`src/rtl/ux607_mrom_icb_ctrl.sv`:
```
// ICB slave front-end for the 32-bit mask ROM: each 64-bit read is built from two
// consecutive ROM words, writes get an error response, and responses queue in a 2-entry FIFO.
module ux607_mrom_icb_ctrl #(
  parameter int unsigned AW = 12
) (
  input  logic          clk,
  input  logic          rst_n,
  input  logic          icb_cmd_valid,
  output logic          icb_cmd_ready,
  input  logic [31:0]   icb_cmd_addr,
  input  logic          icb_cmd_read,
  input  logic [63:0]   icb_cmd_wdata,
  input  logic [7:0]    icb_cmd_wmask,
  output logic          icb_rsp_valid,
  input  logic          icb_rsp_ready,
  output logic [63:0]   icb_rsp_rdata,
  output logic          icb_rsp_err,
  output logic [AW-3:0] rom_addr,
  input  logic [31:0]   rom_dout
);

  localparam int unsigned LW = AW - 3;

  typedef enum logic [1:0] {IDLE, FETCH_LO, FETCH_HI} state_e;

  typedef struct packed {
    logic        err;
    logic [63:0] rdata;
  } rsp_t;

  state_e        state_q, state_d;
  logic [LW-1:0] line_q;
  logic [31:0]   lo_q;
  rsp_t          fifo_q [2];
  logic          wr_ptr_q, rd_ptr_q;
  logic [1:0]    count_q;

  logic cmd_hs, push, pop, line_en, lo_en;
  rsp_t push_data;

  logic unused_ok;
  assign unused_ok = ^{icb_cmd_addr[31:AW], icb_cmd_addr[2:0], icb_cmd_wdata, icb_cmd_wmask};

  // Ready only from registered state; a read reserves its FIFO slot at acceptance.
  assign icb_cmd_ready = (state_q == IDLE) && (count_q < 2'd2);
  assign cmd_hs        = icb_cmd_valid && icb_cmd_ready;
  assign icb_rsp_valid = (count_q != 2'd0);
  assign pop           = icb_rsp_valid && icb_rsp_ready;
  assign {icb_rsp_err, icb_rsp_rdata} = icb_rsp_valid ? fifo_q[rd_ptr_q] : '0;

  // Next-state, ROM addressing and FIFO push.
  always_comb begin
    state_d   = state_q;
    rom_addr  = '0;
    push      = 1'b0;
    push_data = '0;
    line_en   = 1'b0;
    lo_en     = 1'b0;
    case (state_q)
      IDLE: begin
        if (cmd_hs) begin
          if (icb_cmd_read) begin
            line_en = 1'b1;
            state_d = FETCH_LO;
          end else begin
            push          = 1'b1;
            push_data.err = 1'b1;
          end
        end
      end
      FETCH_LO: begin
        rom_addr = {line_q, 1'b0};
        lo_en    = 1'b1;
        state_d  = FETCH_HI;
      end
      FETCH_HI: begin
        rom_addr        = {line_q, 1'b1};
        push            = 1'b1;
        push_data.rdata = {rom_dout, lo_q};
        state_d         = IDLE;
      end
      default: state_d = IDLE;
    endcase
  end

  always_ff @(posedge clk or negedge rst_n) begin
    if (!rst_n) begin
      state_q <= IDLE;
      line_q  <= '0;
      lo_q    <= '0;
    end else begin
      state_q <= state_d;
      if (line_en) line_q <= icb_cmd_addr[AW-1:3];
      if (lo_en)   lo_q   <= rom_dout;
    end
  end

  // Response FIFO storage and pointers.
  always_ff @(posedge clk or negedge rst_n) begin
    if (!rst_n) begin
      fifo_q[0] <= '0;
      fifo_q[1] <= '0;
      wr_ptr_q  <= 1'b0;
      rd_ptr_q  <= 1'b0;
      count_q   <= 2'd0;
    end else begin
      if (push) begin
        fifo_q[wr_ptr_q] <= push_data;
        wr_ptr_q         <= ~wr_ptr_q;
      end
      if (pop) rd_ptr_q <= ~rd_ptr_q;
      case ({push, pop})
        2'b10:   count_q <= count_q + 2'd1;
        2'b01:   count_q <= count_q - 2'd1;
        default: count_q <= count_q;
      endcase
    end
  end

endmodule

```
`config.mk`:
```
export PLATFORM = sky130hd
export DESIGN_NAME = ux607_mrom_icb_ctrl
export DESIGN_NICKNAME = d
export VERILOG_FILES = /design/src/rtl/ux607_mrom_icb_ctrl.sv
export SDC_FILE = /design/constraint.sdc
export NUM_CORES = 1
export LEC_CHECK = 0
export ABC_AREA = 1
export BUFFER_PORTS_ARGS = -buffer_cell sky130_fd_sc_hd__buf_4
export CAP_MARGIN = 20
export CORE_AREA = 2 2 137 139
export CTS_BUF_LIST = sky130_fd_sc_hd__clkbuf_4 sky130_fd_sc_hd__clkbuf_8 sky130_fd_sc_hd__clkbuf_16
export DETAILED_ROUTE_END_ITERATION = 8
export DIE_AREA = 0 0 139 141
export PLACE_DENSITY_LB_ADDON = 0.05
export SETUP_SLACK_MARGIN = 0.3
export SYNTH_ARGS = -nofsm -noshare
export SYNTH_HDL_FRONTEND = slang
export SYNTH_SLANG_ARGS = --single-unit
```
`constraint.sdc`:
```
create_clock -name clk -period 1.55 [get_ports clk]
set_input_delay 0.31 -clock clk [delete_from_list [all_inputs] [get_ports clk]]
set_output_delay 0.31 -clock clk [all_outputs]
set_load 0.01 [all_outputs]
```
After elaboration in Yosys (flattened, before gate mapping)
Cells that the tools add are included.

cells by class
  eq/ne operators = 6
  add/subtract/negate cells = 2
  mux-type cells = 21
  bitwise gates (word level) = 4
  div/mod/pow operators = 0
  $lt $le $gt $ge = 4
  $mul = 0
  shift operators = 0
  reductions and logical operators = 8

operators by type and width
  cell                   count
  $mux W65               5
  $bwmux W130            1
  $demux W65 S1          1
  $mux W64               1
  $pmux W10 S2           1
  $pmux W2 S2            2
  $mux W1                7
  $eq A2 B1 Y1 const B   2
  $eq A2 B2 Y1 const B   2
  $ge A2 B2 Y1 const B   2
  $logic_and A1 B1 Y1    4
  $mux W2                2
  $ne A2 B2 Y1 const B   2
  $not A1 Y2             2
  $reduce_bool A2 Y1     2
  $add A2 B1 Y2 const B  1
  $logic_not A2 Y1       1
  $lt A2 B1 Y1 const B   1
  $lt A2 B2 Y1 const B   1
  $not A1 Y1             2
  $pmux W1 S2            1
  $reduce_and A2 Y1      1
  $sub A2 B1 Y2 const B  1

word-level totals
  input port bits = 141
  word-level logic and storage cells = 55
  flip-flop bits (word level) = 177
  memories = 0
  memory bits (read-only) = 0
  bits in writable memories = 0
  output and inout port bits = 77
  latch bits = 0

Longest topological paths before layout
  depth after elaboration = 7
  depth in mapped cells = 9
  depth with buffers taken out = 9

Least setup slack after synthesis
No wires, ideal clock.

  path kind = register to register
  from = register state_q[0]
  to = register count_q[1]
  arrival = 1.589 ns
  cell stages (with the launch flop) = 10
  path buffers = 0
  path slack = -0.170 ns
  setup time = 0.131 ns
  clock period less this slack = 1.720 ns
  cell sequence = dfrtp_1 > inv_1 > ha_1 > nand4_2 > nand2_2 > inv_1 > ha_1 > a21oi_1 > o21ai_0 > xor2_1

between the ends
  cells in the longest elaborated chain, start to end = 7

ends and longest elaborated chain
  element                                                   RTL line  RTL
  start: declaration                                        31        state_e state_q, state_d;
  start signal: assignment                                  92        state_q <= state_d;
  $logic_not A2 Y1                                          45, 59
  $logic_and A1 B1 Y1                                       45        assign icb_cmd_ready = (state_q == IDLE) && (count_q < 2'd2);
  $logic_and A1 B1 Y1                                       46        assign cmd_hs = icb_cmd_valid && icb_cmd_ready;
  $mux W1                                                   61        if (cmd_hs) begin
  $pmux W1 S2 *                                             59        case (state_q)
  $eq A2 B1 Y1 / $eq A2 B2 Y1 (equally long branches)       112       case ({push, pop})
  $pmux W2 S2 / $reduce_bool A2 Y1 (equally long branches)  n/a
  end signal: assignment                                    113       2'b10: count_q <= count_q + 2'd1;
  end signal: assignment                                    114       2'b01: count_q <= count_q - 2'd1;
  end signal: assignment                                    115       default: count_q <= count_q;
  end: declaration                                          36        logic [1:0] count_q;

Every way passes the cells marked *; elsewhere a longest branch is shown, timed or not.
A chain may end at the register's enable or synchronous reset.

Final worst setup path
  from = register rd_ptr_q
  to = output icb_rsp_rdata[8]

between the ends
  cells in the longest elaborated chain, start to end = 5

ends and longest elaborated chain
  element                                      RTL line  RTL
  start: declaration                           35        logic wr_ptr_q, rd_ptr_q;
  start signal: assignment                     111       if (pop) rd_ptr_q <= ~rd_ptr_q;
  $not A1 Y2 (not written as such)             49        assign {icb_rsp_err, icb_rsp_rdata} = icb_rsp_valid ? fifo_q[rd_ptr_q] : '0;
  $mux W65 (not written as such) (3 in a row)  49
  $mux W65                                     49
  end: declaration                             16        output logic [63:0] icb_rsp_rdata,

No other way between the ends. The select of a mux whose other input is x is not followed.

==> summary.md <==
| Metric | Value |
|---|---|
| Number of I/O pins | 218 |
| Register area share after synthesis | 0.553 |
| Routed wire length per instance | 19.8 um |
| Smallest hold slack | 121 ps |
| Largest net degree at the start of global routing | 59 |
| Hold Crit Class | in -> reg |
| Syn nets | 1086 |
| Cell Pwr Density | 2380 nW/um^2 |
| GR Overflow Total | 0 |
| CTS H-tree lvls | 4 |
| TritonCTS Buffers | 17 |
| Avg Synthesized Cell Area | 8.55 um^2 |
| Clock tree buffer depth | 2 |
| Slew HR | 0.716 |
| Status | finished, violations left |
| Final Util | 0.706 |
| Most instantiated cells after synthesis | nand2_1, dfrtp_1, nand3_1, a21oi_1, buf_2 |
| Post-route clock skew | 13.5 ps |
| Layout Cells excl Fill | 1372 |
| CTS tree | yes |
| Root buffer cell | clkbuf_16 |
| CP required | 1240 ps |
| Die area | 19600 um^2 |
| Dpl cells | 1279 |
| First-pass GRT wire length | 36.7 mm |
| MaxCap Viol Count | 0 |
| Post-DRT Antenna Nets | 0 |
| #FFs+latches synth | 177 |
| Sw frac | 0.417 |
| Via count | 7306 |
| First-iteration detailed-routing DRC count | 462 |
| Failing checks | setup timing |
| Die height | 141 um |
| Starting Density | 0.439 |
| Post-synthesis cell count | 938 |
| Pre-antenna DRT Iters | 5 |
| Clock-pin slew on the worst setup and hold paths | 70 ps |
| Antenna violations before repair | 0 |
| Post-synth top area share | 0.553 |
| DR vias/cell | 5.33 |
| Num rows | 50 |
| Pint | 0.0179 W |
| IO buf count | 122 |
| Startpoint class of the critical path | flop |
| VDD IR max | 1.10 mV |
| Leakage power | 6.19 nW |
| Net Switching | 0.0128 W |
| Actual slew at the worst max-slew pin | 426 ps |
| FF+latch area | 4430 um^2 |
| Clk_lat worst skew | 430 ps |
| Total wire length | 27.1 mm |
| Final WS setup | -449 ps |
| Number of flops mapped to enable cells by yosys | 0 |
| Filler cells | 1399 |
| Final Max Slew Viols | 0 |
| Total GRT Usage | 0.239 |
| Ranking of synthesized cells by area | dfrtp_1, nand2_1, nand3_1, a21oi_1, mux2_2 |
| Most frequent cell after synthesis | nand2_1 |
| Post-DP HPWL | 13.5 mm |
| Antenna Cells | 0 |
| Mapped cell area | 8020 um^2 |
| Share of cells above drive strength 1 | 0.544 |
| Crit Path Class | reg -> out |
| Area of the multi-input gates | 4680 um^2 |
| DRC violations left | 0 |
| Fin nets | 1273 |
| Synth async-reset ratio | 1.00 |
| Final Hold Fails | 0 |
| Yosys cell types | 22 |
| Vias in the first global route | 6744 |
| Syn. warnings | 0 |
| RSZ-0062 raised after global routing | yes |
| Routability cong. | 0.712 |
| Area growth, synth to finish | 60.9% |
| Crit end category | output port |
| CP max FO | 6 |
| Final worst path period share | 1.29 |
| Ys flop type | dfrtp_1 |
| Placeable Area | 18300 um^2 |
| Cell accounting for the most synthesized area | dfrtp_1 |
| Sequential Power Share | 0.283 |
| Setup violators final | 217 |
| Highest clock rate | 0.500 GHz |
| CTS Sinks | 177 |
| Period minus WS final | 2000 ps |
| Worst Path Arrival | 1690 ps |
| Clock power frac | 0.136 |
| Comb power frac | 0.581 |
| Die W | 139 um |
| Pre-CTS setup slack | -85.1 ps |
==> through the flow <==
step / total power [W] / TNS [ps] / area [um^2]
floorplan: 0.0146 / 0 / 8210
global placement: 0.0194 / -273 / 9640
detailed placement: 0.0195 / -363 / 9640
CTS: 0.0260 / -27380 / 11000
global route: 0.0324 / -50940 / 12900
finish: 0.0307 / -36270 / 12900
==> layout by cell type, fill, tap and decap left out, types with 3 or more instances in the layout <==
cell type    n
nand2_1    182
clkinv_4     4
nor2_4      11
nor2_2       4
inv_2        4
buf_8       15
a21oi_2     63
clkbuf_16   36
buf_6       21
nand2_2    142
inv_4        3
mux2_4      29
nand2_4     74
nand3_1    128
nor2_1       6
a21oi_4      5
buf_4      140
inv_6        5
inv_1       13
dfrtp_1    175
inv_8        4
buf_16      10
a21oi_1      7
ha_4         5
buf_12      27
nand2_8      4
mux2_2       3
==> what timing repair did <==
| action | CTS | global route |
|---|---|---|
| setup buffers | 14 | 9 |
| hold endpoints to repair | 22 | 0 |
| cloned | 7 | 30 |
| pin swaps | 18 | 23 |
| endpoints found under the setup margin | 253 | 254 |
| gates resized for setup | 124 | 360 |
| hold buffers | 1 | 0 |
==> cell families after synthesis <==
group	share of synthesized area
AOI/OAI and AO/OA	0.0498
muxes	0.0450
xor gates and xnor gates	0.00328
DFF	0.553
adders and majority gates	0.0109
buffers and inverters	0.0577
and+or+nand+nor	0.281
==> critical path, cell delays in order, from the launching register on <==
cell      delay [ps]
dfrtp_4          570
clkinv_8         130
buf_12           130
nand2_1           80
a21oi_2          200
buf_4            150
==> power groups by stage <==
stage          Combinational (W)  Sequential, W  Clock [W]
2_1_floorplan            0.00696        0.00768          0
3_3_place_gp              0.0114        0.00794          0
3_5_place_dp              0.0115        0.00800          0
4_1_cts                   0.0137        0.00804    0.00423
5_1_grt                   0.0190        0.00895    0.00444
6_report                  0.0178        0.00870    0.00419
==> final timing paths <==
kind	start	endpoint	slack [ps]	cells after the start
max	rd_ptr_q	icb_rsp_rdata[8]	-450	5
min	icb_cmd_addr[5]	line_q[2]	120	3
max reg2reg	state_q[0]	count_q[1]	-110	10
min reg2reg	fifo_q[49]	fifo_q[49]	480	2
max in group asynchronous	rst_n	fifo_q[22]	670	3
min in group asynchronous	rst_n	fifo_q[41]	320	2
==> final cells by class <==
class                   count  area share
clock buffers              17      0.0330
multi-input cells         674       0.363
well taps                 234      0.0227
inverters                  21     0.00766
repair buffers            233       0.218
clock inverters            15      0.0112
repair inverters            1    0.000679
flip-flops and latches    177       0.344
==> flip-flops by register name (all words and copies together) (netlist names) <==
| register | cells |
|---|---|
| count_q | 2 |
| fifo_q | 130 |
| state_q | 2 |
| lo_q | 32 |
| line_q | 9 |
| wr_ptr_q | 1 |
| rd_ptr_q | 1 |
==> routing by layer <==
metal	global-route usage	part of all wire
met3	0.0374	0.055
met4	0.0883	0.026
met5	0	0
met1	0.314	0.41
met2	0.403	0.51
(Power assumes the default switching activity.)
